===== src/rtl/fp_alu_pkg.sv =====
// Shared definitions for the FP ALU issue stage: opcodes, the canonical quiet NaN and the FSM state set.
package fp_alu_pkg;

  localparam logic [2:0]  OP_FADD  = 3'd0;
  localparam logic [2:0]  OP_FSUB  = 3'd1;
  localparam logic [2:0]  OP_FMULT = 3'd2;
  localparam logic [2:0]  OP_FABS  = 3'd3;
  localparam logic [2:0]  OP_FSLT  = 3'd4;
  localparam logic [2:0]  OP_FSIN  = 3'd5;

  localparam logic [31:0] FP_QNAN  = 32'h7FC0_0000;

  typedef enum logic [2:0] {
    ST_IDLE,
    ST_EXEC,
    ST_SIN_START,
    ST_SIN_WAIT,
    ST_RESP
  } state_t;

endpackage


===== src/rtl/fp_alu_issue_if.sv =====
// Request/response handshake bundle between the issue stage (slave) and its client (master).
interface fp_alu_issue_if #(
  parameter int TAG_W = 4
);
  logic             req_valid;
  logic             req_ready;
  logic [2:0]       req_op;
  logic [31:0]      req_a;
  logic [31:0]      req_b;
  logic [TAG_W-1:0] req_tag;
  logic             resp_valid;
  logic             resp_ready;
  logic [31:0]      resp_res;
  logic [TAG_W-1:0] resp_tag;
  logic             resp_err;

  modport master (
    output req_valid, req_op, req_a, req_b, req_tag, resp_ready,
    input  req_ready, resp_valid, resp_res, resp_tag, resp_err
  );

  modport slave (
    input  req_valid, req_op, req_a, req_b, req_tag, resp_ready,
    output req_ready, resp_valid, resp_res, resp_tag, resp_err
  );
endinterface


===== src/rtl/fp_alu_issue_stats.sv =====
// Saturating activity counters for the issue stage (built only with FP_ALU_ISSUE_STATS_EN).
module fp_alu_issue_stats (
  input  logic        clk,
  input  logic        reset,
  input  logic        i_resp_hs,
  input  logic        i_sin_wait,
  input  logic        i_timeout,
  output logic [31:0] o_ops,
  output logic [31:0] o_sin_cycles,
  output logic [15:0] o_timeouts
);
  logic [31:0] r_ops;
  logic [31:0] r_sin_cycles;
  logic [15:0] r_timeouts;

  always_ff @(posedge clk) begin
    if (reset) begin
      r_ops        <= '0;
      r_sin_cycles <= '0;
      r_timeouts   <= '0;
    end else begin
      if (i_resp_hs && !(&r_ops))         r_ops        <= r_ops + 32'd1;
      if (i_sin_wait && !(&r_sin_cycles)) r_sin_cycles <= r_sin_cycles + 32'd1;
      if (i_timeout && !(&r_timeouts))    r_timeouts   <= r_timeouts + 16'd1;
    end
  end

  assign o_ops        = r_ops;
  assign o_sin_cycles = r_sin_cycles;
  assign o_timeouts   = r_timeouts;
endmodule


===== src/rtl/fp_alu_issue.sv =====
// Issue/sequencing stage in front of the FP ALU: one op in flight, fsin start/done with timeout.
// Optional stats counters are enabled by defining FP_ALU_ISSUE_STATS_EN.
module fp_alu_issue
  import fp_alu_pkg::*;
#(
  parameter int TAG_W       = 4,
  parameter int SIN_TIMEOUT = 64,
  parameter int CNT_W       = 7
) (
  input  logic              clk,
  input  logic              reset,
  fp_alu_issue_if.slave     bus,
  output logic [31:0]       alu_a,
  output logic [31:0]       alu_b,
  output logic [2:0]        alu_op,
  output logic              alu_fsin,
  input  logic [31:0]       alu_res,
  input  logic              alu_done,
  output logic              busy
`ifdef FP_ALU_ISSUE_STATS_EN
  ,output logic [31:0]      stat_ops
  ,output logic [31:0]      stat_sin_cycles
  ,output logic [15:0]      stat_timeouts
`endif
);
  state_t           r_state, w_next;
  logic [31:0]      r_alu_a, r_alu_b, r_res;
  logic [2:0]       r_alu_op;
  logic             r_alu_fsin, r_err;
  logic [TAG_W-1:0] r_tag;
  logic [CNT_W-1:0] r_cnt;
  logic             w_done_ok, w_timeout;

  always_comb begin
    w_next    = r_state;
    w_done_ok = 1'b0;
    w_timeout = 1'b0;
    case (r_state)
      ST_IDLE: begin
        if (bus.req_valid) begin
          if (bus.req_op == OP_FSIN)     w_next = ST_SIN_START;
          else if (bus.req_op > OP_FSIN) w_next = ST_RESP;
          else                           w_next = ST_EXEC;
        end
      end
      ST_EXEC:      w_next = ST_RESP;
      ST_SIN_START: w_next = ST_SIN_WAIT;
      ST_SIN_WAIT: begin
        // Count of zero marks the first wait cycle, where Done may still be left over from the previous op.
        if ((r_cnt != '0) && alu_done) begin
          w_done_ok = 1'b1;
          w_next    = ST_RESP;
        end else if (r_cnt == CNT_W'(SIN_TIMEOUT - 1)) begin
          w_timeout = 1'b1;
          w_next    = ST_RESP;
        end
      end
      ST_RESP:  if (bus.resp_ready) w_next = ST_IDLE;
      default:  w_next = ST_IDLE;
    endcase
  end

  always_ff @(posedge clk) begin
    if (reset) begin
      r_state    <= ST_IDLE;
      r_alu_a    <= '0;
      r_alu_b    <= '0;
      r_alu_op   <= '0;
      r_alu_fsin <= 1'b0;
      r_res      <= '0;
      r_tag      <= '0;
      r_err      <= 1'b0;
      r_cnt      <= '0;
    end else begin
      r_state    <= w_next;
      r_alu_fsin <= (w_next == ST_SIN_START);
      case (r_state)
        ST_IDLE: begin
          if (bus.req_valid) begin
            r_alu_a <= bus.req_a;
            r_alu_b <= bus.req_b;
            r_tag   <= bus.req_tag;
            if (bus.req_op <= OP_FSIN) begin
              r_alu_op <= bus.req_op;
            end else begin
              r_res <= '0;
              r_err <= 1'b1;
            end
          end
        end
        ST_EXEC: begin
          r_res <= alu_res;
          r_err <= 1'b0;
        end
        ST_SIN_START: r_cnt <= '0;
        ST_SIN_WAIT: begin
          r_cnt <= r_cnt + CNT_W'(1);
          if (w_done_ok) begin
            r_res <= alu_res;
            r_err <= 1'b0;
          end else if (w_timeout) begin
            r_res <= FP_QNAN;
            r_err <= 1'b1;
          end
        end
        default: ;
      endcase
    end
  end

  assign alu_a          = r_alu_a;
  assign alu_b          = r_alu_b;
  assign alu_op         = r_alu_op;
  assign alu_fsin       = r_alu_fsin;
  assign busy           = (r_state != ST_IDLE);
  assign bus.req_ready  = (r_state == ST_IDLE);
  assign bus.resp_valid = (r_state == ST_RESP);
  assign bus.resp_res   = r_res;
  assign bus.resp_tag   = r_tag;
  assign bus.resp_err   = r_err;

`ifdef FP_ALU_ISSUE_STATS_EN
  fp_alu_issue_stats u_stats (
    .clk          (clk),
    .reset        (reset),
    .i_resp_hs    ((r_state == ST_RESP) && bus.resp_ready),
    .i_sin_wait   (r_state == ST_SIN_WAIT),
    .i_timeout    (w_timeout),
    .o_ops        (stat_ops),
    .o_sin_cycles (stat_sin_cycles),
    .o_timeouts   (stat_timeouts)
  );
`endif
endmodule


===== src/flat_wrapper.sv =====
// flat-port wrapper written by rule: the top's interface ports become plain ports
module fp_alu_issue_flat import fp_alu_pkg::*;
#(
  parameter int TAG_W       = 4,
  parameter int SIN_TIMEOUT = 64,
  parameter int CNT_W       = 7
)
  (clk, reset, alu_a, alu_b, alu_op, alu_fsin, alu_res, alu_done, busy, bus_req_valid, bus_req_op, bus_req_a, bus_req_b, bus_req_tag, bus_resp_ready, bus_req_ready, bus_resp_valid, bus_resp_res, bus_resp_tag, bus_resp_err);
  fp_alu_issue_if #(.TAG_W(TAG_W)) bus_i ();
  input  logic clk;
  input  logic reset;
  output logic [31:0] alu_a;
  output logic [31:0] alu_b;
  output logic [2:0] alu_op;
  output logic alu_fsin;
  input  logic [31:0] alu_res;
  input  logic alu_done;
  output logic busy;
  input wire logic [$bits(bus_i.req_valid)-1:0] bus_req_valid;
  input wire logic [$bits(bus_i.req_op)-1:0] bus_req_op;
  input wire logic [$bits(bus_i.req_a)-1:0] bus_req_a;
  input wire logic [$bits(bus_i.req_b)-1:0] bus_req_b;
  input wire logic [$bits(bus_i.req_tag)-1:0] bus_req_tag;
  input wire logic [$bits(bus_i.resp_ready)-1:0] bus_resp_ready;
  output wire logic [$bits(bus_i.req_ready)-1:0] bus_req_ready;
  output wire logic [$bits(bus_i.resp_valid)-1:0] bus_resp_valid;
  output wire logic [$bits(bus_i.resp_res)-1:0] bus_resp_res;
  output wire logic [$bits(bus_i.resp_tag)-1:0] bus_resp_tag;
  output wire logic [$bits(bus_i.resp_err)-1:0] bus_resp_err;
  assign bus_i.req_valid = bus_req_valid;
  assign bus_i.req_op = bus_req_op;
  assign bus_i.req_a = bus_req_a;
  assign bus_i.req_b = bus_req_b;
  assign bus_i.req_tag = bus_req_tag;
  assign bus_i.resp_ready = bus_resp_ready;
  assign bus_req_ready = bus_i.req_ready;
  assign bus_resp_valid = bus_i.resp_valid;
  assign bus_resp_res = bus_i.resp_res;
  assign bus_resp_tag = bus_i.resp_tag;
  assign bus_resp_err = bus_i.resp_err;
  fp_alu_issue #(.TAG_W(TAG_W), .SIN_TIMEOUT(SIN_TIMEOUT), .CNT_W(CNT_W)) u_core (.clk(clk), .reset(reset), .bus(bus_i), .alu_a(alu_a), .alu_b(alu_b), .alu_op(alu_op), .alu_fsin(alu_fsin), .alu_res(alu_res), .alu_done(alu_done), .busy(busy));
endmodule

===== config.mk =====
export PLATFORM = sky130hd
export DESIGN_NAME = fp_alu_issue_flat
export DESIGN_NICKNAME = d
export VERILOG_FILES = /design/src/rtl/fp_alu_pkg.sv /design/src/rtl/fp_alu_issue_if.sv /design/src/rtl/fp_alu_issue_stats.sv /design/src/rtl/fp_alu_issue.sv /design/src/flat_wrapper.sv
export SDC_FILE = /design/constraint.sdc
export NUM_CORES = 1
export LEC_CHECK = 0
export ABC_AREA = 1
export BUFFER_PORTS_ARGS = -buffer_cell sky130_fd_sc_hd__buf_4
export CAP_MARGIN = 40
export CORE_ASPECT_RATIO = 1.1
export CORE_UTILIZATION = 48
export CTS_CLUSTER_SIZE = 24
export DETAILED_ROUTE_END_ITERATION = 10
export PLACE_DENSITY = 0.8
export RECOVER_POWER = 100
export SLEW_MARGIN = 20
export SYNTH_ARGS = -nofsm -noshare
export SYNTH_HDL_FRONTEND = slang
export SYNTH_SLANG_ARGS = --single-unit

===== constraint.sdc =====
create_clock -name clk -period 1.95 [get_ports clk]
set_input_delay 0.2925 -clock clk [delete_from_list [all_inputs] [get_ports clk]]
set_output_delay 0.2925 -clock clk [all_outputs]
set_load 0.02 [all_outputs]

==> results of run 1 <==
power groups by stage:
stage	Sequential (mW)	Combinational, mW	Clock (mW)
final	2.73	1.60	3.16
after global routing	2.75	1.76	3.35
after CTS	2.73	1.85	3.22
after detailed placement	2.78	1.83	0
after global placement	2.77	1.81	0
after floorplan	3.06	0.830	0
layer usage:
layer / vias up / global-route usage [%] / share of wire, %
li1: 2627 / - / -
met1: 2288 / 30.61 / 42
met2: 189 / 40.94 / 47
met3: 24 / 10.15 / 9.0
met4: 0 / 8.952 / 2.1
met5: - / 0 / 0
cell usage in the layout, fill, tap and decap left out, types with 2 or more instances in the layout:
| master | synthesis | layout |
|---|---|---|
| clkbuf_16 | 0 | 17 |
| a21oi_1 | 5 | 5 |
| bufinv_16 | 0 | 3 |
| inv_2 | 4 | 3 |
| clkbuf_8 | 0 | 3 |
| buf_4 | 2 | 114 |
| nand2_2 | 32 | 29 |
| dfxtp_1 | 115 | 115 |
| nand2_4 | 28 | 27 |
| nor2_1 | 187 | 188 |
| nor2_4 | 3 | 2 |
| o21ai_0 | 55 | 72 |
| clkinv_2 | 0 | 4 |
| buf_12 | 3 | 5 |
| a31oi_1 | 2 | 2 |
| nand2_1 | 88 | 92 |
| nand3_1 | 12 | 13 |
| ha_1 | 2 | 2 |
| inv_1 | 44 | 44 |
| clkbuf_1 | 17 | 111 |
| nor2_2 | 28 | 28 |
| nor3_1 | 3 | 3 |
| nand3_2 | 2 | 2 |
| clkinvlp_4 | 0 | 3 |
| nand4_1 | 24 | 24 |
| clkbuf_2 | 0 | 3 |
kinds of logic (layout without fill, tap and decap cells):
group / Yosys count / in the layout / share of synthesized area [%]
buf+inv: 91 / 311 / 8.459
simple gates: 413 / 413 / 39.25
fa+ha+maj: 2 / 2 / 0.4725
compound gates: 85 / 85 / 8.341
flops: 115 / 115 / 43.48
cell type report:
cell class / count / area share [%]
clock inverters: 9 / 1.782
multi-input cells: 500 / 35.05
repair buffers: 231 / 19.32
well taps: 143 / 2.498
inverters: 48 / 2.533
clock buffers: 23 / 6.674
flip-flops and latches: 115 / 32.15
state kept, by name (all words and copies together) (netlist names):
| signal | count |
|---|---|
| u_core.bus.resp_res | 32 |
| u_core.r_state | 3 |
| u_core.alu_fsin | 1 |
| u_core.bus.resp_tag | 4 |
| u_core.alu_a | 32 |
| u_core.alu_op | 3 |
| u_core.alu_b | 32 |
| u_core.r_cnt | 7 |
| u_core.bus.resp_err | 1 |
cell usage after synthesis, types with 3 or more instances:
master,count,area (um^2)
nor2_1,187,701.9
dfxtp_1,115,2302
nand2_1,88,330.3
o21ai_0,55,275.3
inv_1,44,165.2
nand2_2,32,200.2
nand2_4,28,315.3
nor2_2,28,175.2
nand4_1,24,150.1
o21ai_1,18,90.09
clkbuf_1,17,63.81
buf_2,16,80.08
nand3_1,12,60.06
a21oi_1,5,25.02
buf_6,4,45.04
inv_2,4,15.01
buf_12,3,60.06
nor2_4,3,33.78
nor3_1,3,15.01
metrics by stage:
stage	cell area (um^2)	hold slack [ns]
2_1_floorplan	5295	0.4274
3_3_place_gp	7007	0.4653
3_5_place_dp	7007	0.4724
4_1_cts	7612	0.09226
5_1_grt	7162	0.09257
6_report	7162	0.1045
worst max-delay path: cells and delay by family (launching register included):
kind / cells / cell delay, ns
buf+inv: 2 / 0.27
flops: 1 / 0.31
simple gates: 7 / 1.09
worst max-delay path by stage:
stage / end / slack [ns] / cells after the start
2_1_floorplan: u_core.alu_op[1] / 0.40 / 7
3_3_place_gp: u_core.bus.resp_res[26] / 0.28 / 9
3_5_place_dp: u_core.bus.resp_res[6] / 0.24 / 12
4_1_cts: u_core.bus.resp_res[29] / 0.19 / 12
5_1_grt: u_core.alu_a[11] / 0.03 / 8
6_report: u_core.bus.resp_res[4] / 0.17 / 9
==> flow_metrics.py, run 1 <==
metrics = {
    "power_and_ir_drop": {
        "power.share.switching_pct": 29.89,
        "p_leak_nw": 3.353,
        "power.switching_mw": 2.240,
        "power.total_mw": 7.494,
        "ir_worst_vdd_v": 0.0006237,
        "power.internal_mw": 5.254,
        "pwr-share-clk_pct": 42.2,
        "power_frac_seq_pct": 36.4,
        "combPwrFrac_pct": 21.4,
        "power_density_mw_per_mm2": 1046,
    },
    "drt": {
        "drtIter0Drc": 197,
        "drt_first_pass_iters": 4,
        "vias": 5128,
        "routed_wl_um": 14040,
        "wl_per_cell_um": 13.13,
        "drc": 0,
        "viasPerCell": 4.797,
        "ant_nets": 0,
    },
    "timing": {
        "setup_ws_ns": 0.1672,
        "setup_viol": 0,
        "finalCritPeriodShare_pct": 91.43,
        "finalHoldViolations": 0,
        "max-slew-margin-rel_pct": 58.64,
        "fin_skew_ns": 0.004230,
        "fmax_mhz": 560.9,
        "rsz0062_at_grt": "false",
        "fin_crit_ns": 1.783,
        "setup_tns_ns": 0,
        "drv_slew": 0,
        "tightest_slew_ns": 0.6203,
    },
    "min_path": {
        "holdPathStages": 3,
        "hold_end": "u_core.alu_b[3]",
        "holdCritStartpoint": "bus_req_b[3]",
        "hp-class": "primary input to flip-flop",
    },
    "finish": {
        "drive_gt1_share_pct": 26.57,
        "fill_cells": 989,
        "seqCellArea_mm2": 0.002302,
        "n_antenna_cell": 0,
        "final_util_pct": 67.95,
        "fin_nets": 1023,
        "fin_cells": 1069,
        "synthToLayoutAreaGrowth_pct": 35.26,
        "multiInputGateArea_mm2": 0.002510,
    },
    "floorplanning": {
        "die_w_um": 102.1,
        "die_h_um": 112.2,
        "rows": 39,
        "ioPinCount": 216,
        "dieArea_mm2": 0.01146,
        "core_area_mm2": 0.01054,
        "start_util_pct": 50.24,
    },
    "placement": {
        "hpwl_um": 9592,
        "dp.cells": 1037,
        "portBuffers": 215,
        "post-place-ws_ns": 0.2379,
        "gp_congestion": 0.7666,
    },
    "critical_path": {
        "path_cells": "inv_2 -> nand2_1 -> nor2_1 -> nand3_4 -> nand2_8 -> buf_12 -> nand2_1 -> nand2_2 -> nor2_2",
        "cp_data_arrival_time_ns": 2.08,
        "critPathMaxStageDelay_ns": 0.37,
        "cp_common_cell": "nand2_1",
        "critPathLaunch": "u_core.r_state[2]",
        "r2r_cells": 9,
        "crit_type": "flip-flop to flip-flop",
        "path_max_fanout": 20,
        "slowest_stage": "nor2_1",
        "rrSetupSlack_ns": 0.17,
        "r2r-end": "u_core.bus.resp_res[4]",
        "critical_path_required_ns": 2.25,
        "cp-end-kind": "flip-flop",
        "r2r_start": "u_core.r_state[2]",
        "startpoint_type": "flip-flop",
    },
    "yosys": {
        "syn_nets": 816,
        "synth-seq-cells": 115,
        "syn-mean-instance-area_um2": 7.500,
        "synth_ff_type": "dfxtp_1",
        "ys_types": 34,
        "syn-cell-area_mm2": 0.005295,
        "syn_inst": 706,
        "ys_warn_count": 0,
        "synthArstFlopShare_pct": 0,
        "synth-edff-count": 0,
        "ys_seq_area_share_pct": 43.48,
    },
    "global_routing": {
        "grt.total_usage_pct": 25.49,
        "grt_max_degree": 69,
        "gr-total-overflow": 0,
        "grt_pass1_vias": 4988,
        "grt_pass1_wl_um": 23020,
        "antenna_found_initial": 0,
    },
    "cts": {
        "ctsResizeCount": 0,
        "clock_sinks": 115,
        "cts_buffers": 17,
        "cts_tree": "built",
        "post-cts-setup-buffers": 0,
        "clock_path_buffers": 2,
        "ctsHtreeMaxLevel": 4,
        "ctsRootBufferMaster": "clkbuf_16",
        "clkLatencyLatePin_ns": 0.40,
        "clk_pin_slew_ns": 0.05,
        "holdBufCountCts": 0,
    },
    "run_status": {
        "outcome": "completed",
    },
    "flow_run": {
        "maxCapViolations": 0,
    },
}
Note: power is estimated with default switching activity, not from simulation.
==> inputs of run 2 (changes only) <==
- ABC_AREA: 1 -> default
- CORE_UTILIZATION: 48 -> 47
==> flow_metrics.py, run 2 <==
metrics = {
    "floorplanning": {
        "dieArea_mm2": 0.01056,
        "ioPinCount": 216,
        "core_area_mm2": 0.009889,
        "die_h_um": 107.7,
        "die_w_um": 98.06,
        "rows": 38,
        "start_util_pct": 48.24,
    },
    "global_routing": {
        "grt_max_degree": 60,
        "grt_pass1_wl_um": 20930,
        "grt.total_usage_pct": 24.77,
        "antenna_found_initial": 0,
        "grt_pass1_vias": 4622,
        "gr-total-overflow": 0,
    },
    "yosys": {
        "synthArstFlopShare_pct": 0,
        "netlist.area_leader.share_pct": 48.26,
        "synth_common_cells": "nand2_1, dfxtp_1, a21oi_1",
        "synth-seq-cells": 115,
        "syn-cell-area_mm2": 0.004771,
        "synth_ff_type": "dfxtp_1",
        "ys_seq_area_share_pct": 48.26,
        "ys_types": 39,
        "ys_warn_count": 0,
        "yosys-top-cells-area": "dfxtp_1, nand2_1, a21oi_1",
        "synthMostInstantiatedCell": "nand2_1",
        "yosys.area.top_type": "dfxtp_1",
        "syn_inst": 571,
        "syn_nets": 681,
        "syn-mean-instance-area_um2": 8.355,
        "synth-edff-count": 0,
    },
    "critical_path": {
        "path_cells": "buf_4 -> or3_4 -> inv_1 -> buf_4",
        "crit_type": "flip-flop to primary output",
        "critPathMaxStageDelay_ns": 0.39,
        "startpoint_type": "flip-flop",
        "cp_data_arrival_time_ns": 1.60,
        "path_max_fanout": 9,
        "cp_common_cell": "buf_4",
        "crit_family": "buffers and inverters",
        "slowest_stage": "or3_4",
        "critical_path_required_ns": 1.66,
        "cp-end-kind": "primary output",
        "crit_buf_inv": 3,
    },
    "finish": {
        "fill_cells": 878,
        "n_antenna_cell": 0,
        "stdcell_area_mm2": 0.006655,
        "fin_nets": 884,
        "drive_gt1_share_pct": 21.25,
        "mostFrequentLayoutCells": "nand2_1, buf_4, dfxtp_1",
        "synthToLayoutAreaGrowth_pct": 39.50,
        "layout_commonest_cell": "nand2_1",
    },
    "power_and_ir_drop": {
        "power_density_mw_per_mm2": 1016,
        "ir_worst_vdd_v": 0.0006498,
        "power.total_mw": 6.759,
        "p_leak_nw": 2.648,
    },
    "drt": {
        "drt_first_pass_iters": 7,
        "viasPerCell": 5.334,
        "routed_wl_um": 13170,
        "wl_per_cell_um": 14.54,
        "ant_nets": 0,
        "drc": 10,
        "drtIter0Drc": 197,
        "vias": 4833,
    },
    "timing": {
        "fin_skew_ns": 0.006289,
        "setup_viol": 0,
        "max-slew-margin-rel_pct": 72.63,
        "setup_tns_ns": 0,
        "fin_crit_ns": 1.893,
        "setup_ws_ns": 0.05668,
        "finalCritPeriodShare_pct": 97.09,
        "finalHoldViolations": 0,
        "fmax_mhz": 528.2,
        "tightest_slew_ns": 0.4106,
        "rsz0062_at_grt": "false",
        "drv_slew": 0,
    },
    "cts": {
        "clock_sinks": 115,
        "clk_pin_slew_ns": 0.06,
        "cts_buffers": 17,
        "ctsHtreeMaxLevel": 4,
        "clock_path_buffers": 2,
        "ctsRootBufferMaster": "clkbuf_8",
        "cts_tree": "built",
        "clkLatencyLatePin_ns": 0.51,
    },
    "placement": {
        "placedInstanceArea_mm2": 0.006518,
        "portBuffers": 215,
        "gp_congestion": 0.8230,
        "post-place-ws_ns": 0.2110,
        "hpwl_um": 8915,
    },
    "flow_run": {
        "maxCapViolations": 0,
    },
    "run_status": {
        "outcome": "finished, violations left",
        "violations": "DRC",
    },
    "min_path": {
        "hp-class": "primary input to flip-flop",
    },
}
run 2: cells by family (layout without fill, tap and decap cells):
family | Yosys count | in the layout | share of synthesized area [%]
and+or+nand+nor | 238 | 238 | 24.65
AOI/OAI and AO/OA | 127 | 127 | 18.49
DFF | 115 | 115 | 48.26
adders and majority gates | 2 | 2 | 0.5244
buffers and inverters | 87 | 302 | 7.658
muxes | 2 | 2 | 0.4196
run 2: final cells by class:
| cell class | count | area, um^2 | share of cell area [%] |
|---|---|---|---|
| clock buffer | 22 | 473.0 | 7.107 |
| clock inverter | 9 | 127.6 | 1.918 |
| inverter | 38 | 142.6 | 2.143 |
| multi-input combinational | 369 | 2063 | 31.00 |
| sequential | 115 | 2302 | 34.59 |
| tap | 120 | 150.1 | 2.256 |
| timing repair buffer | 233 | 1396 | 20.98 |
run 2: where the power goes:
part | internal [mW] | total, mW | switching (mW)
clock | 2.07 | 3.12 | 1.05
sequential | 2.52 | 2.61 | 0.0914
combinational | 0.395 | 1.04 | 0.641
total | 4.98 | 6.76 | 1.78
run 2: repair_timing:
action | in CTS | in global routing
setup endpoints to repair | 0 | 1
hold endpoints to repair | 0 | 0
resized for setup | 0 | 2
hold buffers | 0 | 0
buffers inserted | 0 | 0
run 2: metal layers:
layer	part of all wire (%)	track usage (%)	vias up
met3	8.9	9.935	20
li1	-	-	2357
met2	50	41.60	184
met4	1.7	11.36	0
met5	0	0	-
met1	39	27.48	2272
run 2: worst paths after layout:
kind	to	depth (start not counted)	slack [ns]	from
worst max-delay path	bus_req_ready	4	0.06	u_core.r_state[1]
worst min-delay path	u_core.alu_b[21]	3	0.03	bus_req_b[21]
worst max register to register	u_core.alu_b[13]	7	0.10	u_core.r_state[1]
worst min register to register	u_core.alu_a[16]	2	0.45	u_core.alu_a[16]
run 2: worst min-delay path: stages:
cell and delay, ns:
buf_4 0.11, nand2_1 0.04, a21oi_1 0.05
run 2: metrics by stage:
step | util (%) | instances | hold slack (ns)
2_1_floorplan | - | 571 | 0.4285
3_3_place_gp | 65.90 | 875 | 0.4378
3_5_place_dp | 65.90 | 875 | 0.4468
4_1_cts | 71.98 | 906 | 0.01241
5_1_grt | 67.30 | 906 | 0.01484
6_report | 67.30 | 906 | 0.02579
